`config.mk`:
```
export PLATFORM = sky130hd
export DESIGN_NAME = imem_debug_port_arbiter
export DESIGN_NICKNAME = d
export VERILOG_FILES = /design/src/rtl/imem_debug_port_arbiter.sv
export SDC_FILE = /design/constraint.sdc
export NUM_CORES = 1
export LEC_CHECK = 0
export CAP_MARGIN = 20
export CORE_AREA = 10 10 112 114
export CTS_BUF_LIST = sky130_fd_sc_hd__clkbuf_16
export CTS_CLUSTER_DIAMETER = 30
export DETAILED_ROUTE_END_ITERATION = 10
export DIE_AREA = 0 0 122 124
export MAX_ROUTING_LAYER = met4
export PLACE_DENSITY = 0.79
export SYNTH_ARGS = -nofsm -noshare
export SYNTH_HDL_FRONTEND = slang
export SYNTH_SLANG_ARGS = --single-unit
```
`constraint.sdc`:
```
create_clock -name clk_i -period 3.11 [get_ports clk_i]
set_clock_uncertainty 0.1 [all_clocks]
set_input_delay 0.622 -clock clk_i [delete_from_list [all_inputs] [get_ports clk_i]]
set_output_delay 0.622 -clock clk_i [all_outputs]
set_load 0.02 [all_outputs]
```
`src/rtl/imem_debug_port_arbiter.sv`:
```
// Round-robin arbiter sharing the instruction memory debug port between the program loader
// and the debugger. Optional access counters are enabled by defining IMEM_ARB_STATS_EN.
module imem_debug_port_arbiter #(
  parameter int unsigned MemAw  = 12,
  parameter bit          RrInit = 1'b0
) (
  input  logic        clk_i,
  input  logic        rst_i,
  input  logic        ld_req_i,
  input  logic [29:0] ld_addr_i,
  input  logic [31:0] ld_wdata_i,
  output logic        ld_gnt_o,
  input  logic        dbg_req_i,
  input  logic        dbg_we_i,
  input  logic [29:0] dbg_addr_i,
  input  logic [31:0] dbg_wdata_i,
  output logic        dbg_gnt_o,
  output logic        dbg_rvalid_o,
  output logic [31:0] dbg_rdata_o,
  output logic        addr_err_o,
`ifdef IMEM_ARB_STATS_EN
  output logic [31:0] ld_wr_cnt_o,
  output logic [31:0] dbg_acc_cnt_o,
`endif
  output logic        mem_we_o,
  output logic [29:0] mem_addr_o,
  output logic [31:0] mem_wdata_o,
  input  logic [31:0] mem_rdata_i
);

  typedef enum logic [1:0] {StIdle, StAccess, StRdResp} state_e;

  state_e      state_q, state_d;
  logic        last_q, last_d;   // 1: debugger was granted last
  logic        win_q, win_d;     // 1: debugger owns the current access
  logic        rd_q, rd_d;
  logic        err_q, err_d;
  logic        we_q, we_d;
  logic [29:0] addr_q, addr_d;
  logic [31:0] wdata_q, wdata_d;
  logic        sel;

  always_comb begin
    state_d = state_q;
    last_d  = last_q;
    win_d   = win_q;
    rd_d    = rd_q;
    err_d   = err_q;
    we_d    = 1'b0;
    addr_d  = addr_q;
    wdata_d = wdata_q;
    sel     = 1'b0;
    unique case (state_q)
      StIdle: begin
        if (ld_req_i || dbg_req_i) begin
          sel     = (ld_req_i && dbg_req_i) ? ~last_q : dbg_req_i;
          last_d  = sel;
          win_d   = sel;
          addr_d  = sel ? dbg_addr_i : ld_addr_i;
          wdata_d = sel ? dbg_wdata_i : ld_wdata_i;
          rd_d    = sel & ~dbg_we_i;
          err_d   = |(addr_d >> MemAw);
          // Out-of-range writes still complete as an access but never reach the array.
          we_d    = ~rd_d & ~err_d;
          state_d = StAccess;
        end
      end
      StAccess: state_d = rd_q ? StRdResp : StIdle;
      StRdResp: state_d = StIdle;
      default:  state_d = StIdle;
    endcase
  end

  always_ff @(posedge clk_i or posedge rst_i) begin
    if (rst_i) begin
      state_q <= StIdle;
      last_q  <= RrInit;
      win_q   <= 1'b0;
      rd_q    <= 1'b0;
      err_q   <= 1'b0;
      we_q    <= 1'b0;
      addr_q  <= '0;
      wdata_q <= '0;
    end else begin
      state_q <= state_d;
      last_q  <= last_d;
      win_q   <= win_d;
      rd_q    <= rd_d;
      err_q   <= err_d;
      we_q    <= we_d;
      addr_q  <= addr_d;
      wdata_q <= wdata_d;
    end
  end

  logic in_access;
  assign in_access    = (state_q == StAccess);
  assign ld_gnt_o     = in_access & ~win_q;
  assign dbg_gnt_o    = in_access & win_q;
  assign addr_err_o   = in_access & err_q;
  assign mem_we_o     = we_q;
  assign mem_addr_o   = addr_q;
  assign mem_wdata_o  = wdata_q;
  assign dbg_rvalid_o = (state_q == StRdResp);
  assign dbg_rdata_o  = dbg_rvalid_o ? mem_rdata_i : '0;

`ifdef IMEM_ARB_STATS_EN
  logic [31:0] ld_wr_cnt_q, dbg_acc_cnt_q;

  always_ff @(posedge clk_i or posedge rst_i) begin
    if (rst_i) begin
      ld_wr_cnt_q   <= '0;
      dbg_acc_cnt_q <= '0;
    end else begin
      if (ld_gnt_o)  ld_wr_cnt_q   <= ld_wr_cnt_q + 32'd1;
      if (dbg_gnt_o) dbg_acc_cnt_q <= dbg_acc_cnt_q + 32'd1;
    end
  end

  assign ld_wr_cnt_o   = ld_wr_cnt_q;
  assign dbg_acc_cnt_o = dbg_acc_cnt_q;
`endif

endmodule
```
==> Word-level counts from Yosys, hierarchy flattened <==
Index checks and enable logic that the tools add are counted.
{ "op_classes": {"n_eq_ne": 3, "n_bitwise": 9, "reduce_logical": 5, "n_mux": 9} }
{ "ops": {"columns": ["op", "count"], "rows": [
  ["32-bit 2-to-1 mux", 2],
  ["30-bit 2-to-1 mux", 1],
  ["18-bit OR reduction", 1],
  ["1-bit AND", 5],
  ["2-bit 2-to-1 mux", 2],
  ["1-bit inverter", 4],
  ["2-bit case mux with 2 select lines", 1],
  ["1-bit 2-to-1 mux", 3],
  ["2-bit by 1-bit equality test with 1-bit output, second input constant", 1],
  ["2-bit equality test, second input constant", 1],
  ["2-bit zero test", 1],
  ["2-bit inequality test, second input constant", 1],
  ["2-bit AND reduction", 1],
  ["1-bit logical AND", 1],
  ["1-bit logical OR", 1]
]} }
{ "totals": {"output_inout_bits": 99, "ff_bits": 68, "input_bits": 161, "word_cells": 33} }

==> Longest topological paths before layout <==
Gate-level depths: netlist (run 1).
{ "logic_depth": {"word_depth": 8, "mapped_depth": 7, "mapped_depth_nobuf": 5} }

==> Worst setup path after synthesis (run 1) <==
Ideal clock, no wire load.
{ "synth_path": {"kind": "register -> output", "from": "register state_q[0]", "to": "output dbg_rdata_o[21]", "arrival_time_ns": 1.237, "path_slack_ns": 1.151, "stages_incl_launch_ff": 4, "path_cell_list": "dfrtp_1 > nor2b_1 > clkbuf_1 > and2_1"} }
{ "synth_between": {"elab_chain_cells": 2} }
{ "synth_rtl": {"columns": ["item", "line_no", "source"], "rows": [
  ["start: declaration", "33", "state_e state_q, state_d;"],
  ["start signal: assignment", "76", "state_q <= StIdle;"],
  ["start signal: assignment", "85", "state_q <= state_d;"],
  ["2-bit equality test", "104", "assign dbg_rvalid_o = (state_q == StRdResp);"],
  ["named net dbg_rvalid_o", "18", "output logic dbg_rvalid_o,"],
  ["32-bit 2-to-1 mux", "105", "assign dbg_rdata_o = dbg_rvalid_o ? mem_rdata_i : '0;"],
  ["end: declaration", "19", "output logic [31:0] dbg_rdata_o,"]
]} }
The timed path passes the listed nets, and every way through them passes these cells.

==> Final worst setup path (run 1) <==
{ "layout_path": {"from": "register state_q[0]", "to": "output dbg_rdata_o[21]"} }
{ "layout_between": {"elab_chain_cells": 2} }
{ "layout_rtl": {"columns": ["item", "line_no"], "rows": [
  ["2-bit equality test", "104"],
  ["32-bit 2-to-1 mux", "105"]
]} }
Every way passes these cells.

==> results.cfg, run 1 <==
[status]
status = finished, final reports clean

[logic_synthesis]
ys_async_sr_fraction_pct = 100
netlist_top_cells_count = dfrtp_1 (68), nand2_1 (66), mux2i_1 (62)
syn-num-nets = 509
synthFlopType = dfrtp_1
synth_top_area_share_pct = 49.7
synth.area.top_cells = dfrtp_1 (50%), mux2i_1 (18%), nand2_1 (7.2%), and2_1 (6.4%), o21ai_1 (5.7%)
synth.distinct_cells = 22
yosysTopAreaCell = dfrtp_1
synth_edf_count = 0
synthCells = 348
yosysMostFrequentCell = dfrtp_1
ys_warn_count = 0
yosys_register_bits = 68
ys_seq_area_share_pct = 49.7
syn-cell-area_sq_um = 3420
synth_area_per_cell_sq_um = 9.84

[sta]
fin_ws_ns = 0.512
drv_slew = 0
hold_viol = 0
rsz0062_at_grt = false
hold_slack_ns = 0.371
setup_tns_ns = 0
slew_headroom_pct = 60.2
fmax_mhz = 385
worstMarginPinSlew_ns = 0.596
period_needed_ns = 2.60
setup_violations = 0
fin_crit_sh_pct = 83.6

[setup_path]
crit_type = register to output port
r2r-start = win_q
cpLargestDelayFamily = buffers and inverters
cpPeakStageDelay_ns = 0.62
crit_fanout = 33
worstPathRequired_ns = 2.39
crit_arrival_ns = 1.88
worstPathCellList = nor2b_1 > buf_4 > and2_1 > clkdlybuf4s50_1
r2r-end = mem_addr_o[14]
critPathCaptureType = output port
cp-start-kind = register
cp.buffers_inverters = 2
crit_path_top_delay_cell = clkdlybuf4s50_1
r2r_slack_ns = 1.45
r2r_cells = 4

[drt]
ant_nets = 0
vias_per_cell = 4.61
vias = 3406
drt_drc_violations_left = 0
dr.pass1.iters = 4
wirelength_um = 13500
drt-wirelength-per-cell_um = 18.2
drtIter0Drc = 89

[global_routing]
grt_max_degree = 74
grt_pass1_vias = 3723
grt-ovfl-total = 0
grt_usage_pct = 17.6
antenna_found_initial = 0
grt_pass1_wl_um = 20200

[min_path]
whs_path_depth = 2
hp-class = register to register
min-delay-start = rd_q
min_to = rd_q

[cts]
clkSlewWorstSetupHoldPaths_ns = 0.05
post-cts-setup-buffers = 0
cts_made_buffers = 9
cts_hold_buffers = 0
clk_latency_ns = 0.32
cts_root_buf = clkbuf_16
clock_path_buffers = 2
cts_tree = built
clock_sinks = 68
htree_levels = 3
cts_resized = 0

[placed_design]
dp_hpwl_um = 11300
place_congestion = 0.884
post-place-cells = 724
dp_slack_ns = 0.534
port_buffers = 259

[finish]
nets = 760
n_antenna_cell = 0
syn2layout_area_growth_pct = 87.1
drive_above_1_share_pct = 3.15
finalNonFillerCells = 739
final_util_pct = 62.6
n_fill_cell = 876

[floorplan]
io_pins = 260
die_h_um = 124
num_rows = 37
core_area_sq_um = 10200
dieArea_sq_um = 15100
start_util_pct = 33.5
die_w_um = 122

[job]
drv_cap = 0

[power_and_ir_drop]
p_leak_nw = 2.81
power.density_nw_per_um2 = 800
ir_worst_vdd_mv = 0.424
## worst max path at each step
stage / from / end / slack [ns] / cells after the start
after floorplan: rst_i / err_q / 0.68 / 1
after global placement: mem_rdata_i[17] / dbg_rdata_o[17] / 0.55 / 3
after detailed placement: mem_rdata_i[10] / dbg_rdata_o[10] / 0.53 / 3
after CTS: state_q[0] / dbg_rdata_o[21] / 0.48 / 4
after global routing: state_q[1] / dbg_rdata_o[12] / 0.40 / 4
final: state_q[0] / dbg_rdata_o[21] / 0.51 / 4
## routing by layer
| layer | GRT usage, % | up-vias | wire length [um] |
|---|---|---|---|
| met2 | 31.7 | 163 | 7100 |
| met3 | 6.15 | 11 | 1260 |
| met5 | - | - | 0 |
| met4 | 4.17 | 0 | 165 |
| li1 | - | 1689 | - |
| met1 | 17.9 | 1543 | 4960 |
## cell families (layout without fill, tap and decap cells)
group / after synthesis / count (layout) / share of synthesized area [%]
AND/OR/NAND/NOR: 121 / 121 / 16.9
AO/OA/AOI/OAI: 69 / 69 / 10.4
flip-flops: 68 / 68 / 49.7
multiplexers: 62 / 62 / 18.1
buffers and inverters: 28 / 283 / 4.82
## flip-flops by register name, summed over array words and instances, names as in the netlist
name and cells:
mem_wdata_o 32, state_q 2, win_q 1, mem_addr_o 30, mem_we_o 1, err_q 1
rd_q 1
## worst reg2reg max path: cells and delay by family (launching register included)
family          cells  cell delay [ns]
buf+inv             1             0.28
mux                 1             0.29
flops               1             0.42
compound gates      2             0.44
## cell type report
class	instances	area, sq um	share of cell area, %
repair buffers	265	2700	42.1
flip-flops and latches	68	1700	26.6
clock buffers	9	225	3.52
inverters	3	11.3	0.176
well taps	136	170	2.66
multi-input cells	252	1570	24.6
clock inverters	6	23.8	0.371
## cells in the final DEF (no fill, tap or decap), drive strengths merged
| cell type | Yosys | routed |
|---|---|---|
| and3 | 1 | 1 |
| nand4 | 2 | 2 |
| clkinv | 0 | 5 |
| buf | 12 | 6 |
| nand2 | 66 | 66 |
| nor2b | 3 | 3 |
| nand3 | 2 | 2 |
| inv | 3 | 4 |
| a21boi | 1 | 1 |
| o31ai | 1 | 1 |
| nor4 | 6 | 6 |
| and2 | 35 | 35 |
| clkdlybuf4s50 | 0 | 259 |
| nor2 | 2 | 2 |
| mux2i | 62 | 62 |
| nor3 | 4 | 4 |
| o21ai | 65 | 65 |
| clkbuf | 13 | 9 |
| a31oi | 1 | 1 |
| dfrtp | 68 | 68 |
| a21bo | 1 | 1 |
## where the power goes
group,switching [mW],internal [mW],leakage (nW)
Clock,0.342,0.519,0.126
Combinational,1.44,1.31,1.85
Sequential,0.222,1.30,0.833
Total,2.00,3.13,2.81
## metrics by stage
stage                     cell area (sq um)  power, mW
after global routing                   6410       5.45
after detailed placement               6160       4.33
after global placement                 6160       4.25
after floorplan                        3420       2.89
after CTS                              6410       5.21
final                                  6410       5.13
Power figures use the tool's default switching activity.
==> inputs of run 2 (changes only) <==
CORE_AREA = 10 10 117 119   (was 10 10 112 114)
DIE_AREA = 0 0 127 129   (was 0 0 122 124)
PLACE_DENSITY = 0.76   (was 0.79)
clock period = 2.1 ns   (was 3.11 ns; I/O delays follow)
==> results.cfg, run 2 (synthesis results as in run 1) <==
[global_routing]
grt-ovfl-total = 0
grt_usage_pct = 16.9
grt_pass1_wl_um = 21200
grt_pass1_vias = 3917
antenna_found_initial = 0
grt_max_degree = 67

[setup_path]
critPathCaptureType = output port
worstPathCellList = nor2b_4 > buf_12 > and2_1 > clkdlybuf4s15_1
cpLargestDelayFamily = buffers and inverters
r2r_cells = 4
cp.buffers_inverters = 2
crit_arrival_ns = 1.49
crit_fanout = 17
worstPathRequired_ns = 1.58
r2r-end = mem_wdata_o[10]
r2r_slack_ns = 0.62
cp-start-kind = register
cpPeakStageDelay_ns = 0.42
r2r-start = win_q
crit_type = register to output port
crit_path_top_delay_cell = dfrtp_1

[sta]
setup_violations = 0
period_needed_ns = 2.01
slew_headroom_pct = 65.9
hold_viol = 0
fmax_mhz = 497
worstMarginPinSlew_ns = 0.511
drv_slew = 0
fin_crit_sh_pct = 95.9
rsz0062_at_grt = false

[finish]
n_fill_cell = 982
syn2layout_area_growth_pct = 87.4
final_util_pct = 56.7
final_common_cell = clkdlybuf4s50_1
layout_common_cells = clkdlybuf4s50_1 (223), dfrtp_1 (68), nand2_1 (66)
largest_register_ff_count = 32
nets = 766
drive_above_1_share_pct = 10.0
n_antenna_cell = 0

[floorplan]
dieArea_sq_um = 16400
die_h_um = 129
num_rows = 39
io_pins = 260
core_area_sq_um = 11300
start_util_pct = 30.2
die_w_um = 127

[placed_design]
dp_hpwl_um = 11500
place_congestion = 0.757
port_buffers = 259

[status]
status = finished, final reports clean

[drt]
wirelength_um = 14000
drtIter0Drc = 66
drt-wirelength-per-cell_um = 18.5
ant_nets = 0
vias = 3492
dr.pass1.iters = 4
drt_drc_violations_left = 0
vias_per_cell = 4.64

[cts]
cts_root_buf = clkbuf_16
clkSlewWorstSetupHoldPaths_ns = 0.06
htree_levels = 3
clock_sinks = 68
cts_made_buffers = 9
clk_latency_ns = 0.33
cts_hold_buffers = 0
clock_path_buffers = 2
cts_tree = built

[power_and_ir_drop]
power_mw = 7.90
p_leak_nw = 2.92
ir_worst_vdd_mv = 0.585
power.density_nw_per_um2 = 1230

[min_path]
hp-class = register to register
min-delay-start = mem_addr_o[25]
whs_path_depth = 2
min_to = mem_addr_o[25]

[job]
drv_cap = 0
-- run 2: changes by cell type in the layout (fill, tap and decap cells not counted), sizes merged, moves of 3 or more --
cell and change:
buf +7, clkbuf +29, clkdlybuf4s15 +4, clkdlybuf4s50 -36, clkinv -3
-- run 2: worst max-delay path by stage --
stage	endpoint	startpoint	cells past startpoint
2_1_floorplan	dbg_rdata_o[21]	state_q[0]	3
3_3_place_gp	dbg_rdata_o[30]	mem_rdata_i[30]	3
3_5_place_dp	dbg_rdata_o[23]	mem_rdata_i[23]	3
4_1_cts	dbg_rdata_o[4]	state_q[0]	4
5_1_grt	dbg_gnt_o	state_q[0]	3
6_report	dbg_rdata_o[29]	state_q[0]	4
-- run 2: layer usage --
metal | part of all wire (%) | track usage, %
met1 | 38 | 17.6
met2 | 52 | 29.3
met5 | 0 | -
met4 | 1.5 | 5.63
met3 | 8.7 | 5.75
-- run 2: where the power goes --
group,internal (mW),switching [mW]
registers,1.93,0.326
logic,1.91,2.16
clock network,1.02,0.558
total,4.86,3.04
-- run 2: area by class of cell --
class | count | area, sq um | area share [%]
well taps | 143 | 179 | 2.79
multi-input cells | 252 | 1580 | 24.6
clock buffers | 9 | 225 | 3.51
flip-flops and latches | 68 | 1700 | 26.5
inverters | 3 | 15.0 | 0.234
repair buffers | 271 | 2630 | 41.0
clock inverters | 7 | 83.8 | 1.31
-- run 2: through the flow --
| stage | area (sq um) | TNS (ns) | worst slack, ns | hold slack (ns) | std cells |
|---|---|---|---|---|---|
| floorplan | 3430 | 0 | 0.343 | 0.340 | 348 |
| global placement | 6210 | -0.374 | -0.0699 | 0.356 | 735 |
| detailed placement | 6210 | -0.534 | -0.0612 | 0.369 | 735 |
| CTS | 6480 | 0 | 0.00451 | 0.383 | 751 |
| global route | 6420 | 0 | 0.00205 | 0.400 | 753 |
| finish | 6420 | 0 | 0.0865 | 0.376 | 753 |
-- run 2: timing repair --
action | 4_1_cts | 5_1_grt
setup buffers | 0 | 1
gates cloned | 0 | 1
setup endpoints to repair | 34 | 30
resized for setup | 40 | 58
-- run 2: worst reg2reg max path, stage by stage (launching register included) --
cell,delay (ns)
dfrtp_1,0.41
a21bo_4,0.26
buf_12,0.24
mux2i_1,0.28
o21ai_1,0.08
==> inputs of run 3 (changes only) <==
CTS_CLUSTER_SIZE = 12   (was default)
TNS_END_PERCENT = 30   (was default)
==> results.cfg, run 3 (synthesis results as in run 1) <==
[status]
status = finished, final reports clean

[setup_path]
worstPathRequired_ns = 1.58
crit_type = register to output port
cp-start-kind = register
r2r-end = mem_wdata_o[10]
worstPathCellList = nor2b_2 > buf_12 > and2_1 > clkdlybuf4s15_1
r2r_slack_ns = 0.62
r2r_cells = 4
crit_end = dbg_rdata_o[8]
crit_path_top_delay_cell = dfrtp_1
cp.buffers_inverters = 2
critPathCaptureType = output port
cp.depth = 4
cpLargestDelayFamily = buffers and inverters
crit_fanout = 33
crit_arrival_ns = 1.52
cpPeakStageDelay_ns = 0.40
crit_start = state_q[0]
r2r-start = win_q

[global_routing]
grt_usage_pct = 16.9
grt_pass1_vias = 3917
antenna_found_initial = 0
grt_pass1_wl_um = 21200
grt_max_degree = 67
grt-ovfl-total = 0

[sta]
period_needed_ns = 2.04
fmax_mhz = 491
hold_slack_ns = 0.376
fin_ws_ns = 0.0633
rsz0062_at_grt = true
slew_headroom_pct = 65.9
hold_viol = 0
worstMarginPinSlew_ns = 0.512
setup_violations = 0
drv_slew = 0
fin_crit_sh_pct = 97.0

[finish]
nets = 764
drive_above_1_share_pct = 9.70
largest_register_ff_count = 32
n_fill_cell = 986
layout_common_cells = clkdlybuf4s50_1 (223), dfrtp_1 (68), nand2_1 (66)
finalNonFillerCells = 751
final_common_cell = clkdlybuf4s50_1
n_antenna_cell = 0
syn2layout_area_growth_pct = 86.1

[drt]
vias_per_cell = 4.64
drt_drc_violations_left = 0
vias = 3487
drt-wirelength-per-cell_um = 18.4
wirelength_um = 13800
dr.pass1.iters = 5
drtIter0Drc = 65
ant_nets = 0

[cts]
clkSlewWorstSetupHoldPaths_ns = 0.06
cts_made_buffers = 9
clk_latency_ns = 0.33
clock_sinks = 68
cts_root_buf = clkbuf_16
htree_levels = 3
clock_path_buffers = 2
cts_tree = built
cts_hold_buffers = 0

[min_path]
hp-class = register to register

[floorplan]
dieArea_sq_um = 16400
num_rows = 39
die_h_um = 129
io_pins = 260
start_util_pct = 30.2
core_area_sq_um = 11300
die_w_um = 127

[power_and_ir_drop]
ir_worst_vdd_mv = 0.584
p_leak_nw = 2.90
power.density_nw_per_um2 = 1230

[job]
drv_cap = 0

[placed_design]
port_buffers = 259
dp_hpwl_um = 11500
post-place-cells = 735
place_congestion = 0.757
dp_slack_ns = -0.0612
-- run 3: stage by stage --
step / TNS, ns / power [mW] / util [%] / instance area [sq um]
global route: -0.0264 / 8.39 / 56.3 / 6370
CTS: 0 / 8.00 / 57.3 / 6480
finish: 0 / 7.86 / 56.3 / 6370
floorplan: 0 / 4.27 / - / 3430
global placement: -0.374 / 6.35 / 54.8 / 6210
detailed placement: -0.534 / 6.44 / 54.8 / 6210
-- run 3: cell type report --
cell class | instances | area [sq um] | share of cell area (%)
Clock buffer | 9 | 225 | 3.53
Clock inverter | 7 | 83.8 | 1.32
Inverter | 3 | 15.0 | 0.236
Multi-Input combinational cell | 252 | 1580 | 24.7
Sequential cell | 68 | 1700 | 26.7
Tap cell | 143 | 179 | 2.81
Timing Repair Buffer | 269 | 2590 | 40.7
-- run 3: worst min-delay path by stage --
stage / startpoint / endpoint / slack, ns / cells after the start
3_3_place_gp: rd_q / rd_q / 0.36 / 2
6_report: mem_addr_o[25] / mem_addr_o[25] / 0.38 / 2
2_1_floorplan: rd_q / rd_q / 0.34 / 2
5_1_grt: mem_addr_o[21] / mem_addr_o[21] / 0.40 / 2
3_5_place_dp: mem_addr_o[25] / mem_addr_o[25] / 0.37 / 2
4_1_cts: mem_addr_o[25] / mem_addr_o[25] / 0.38 / 2
-- run 3: where the power goes --
part	switching, mW	internal [mW]
Combinational	2.15	1.88
Sequential	0.322	1.93
Clock	0.556	1.02
-- run 3: layer usage --
metal | GRT usage, % | part of all wire [%] | vias to the layer above
li1 | - | - | 1700
met1 | 17.6 | 38 | 1592
met2 | 29.3 | 51 | 183
met3 | 5.75 | 9.0 | 12
met4 | 5.63 | 1.5 | 0
met5 | - | 0 | -
-- run 3: what timing repair did --
item | CTS | global route
buffers inserted | 0 | 0
pin swaps | 0 | 0
setup endpoints to repair | 34 | 30
resized for setup | 40 | 57
-- run 3: worst register-to-register path, cell delays in order, from the launching register on --
cell     delay (ns)
dfrtp_1        0.41
a21bo_4        0.26
buf_12         0.24
mux2i_1        0.28
o21ai_1        0.08
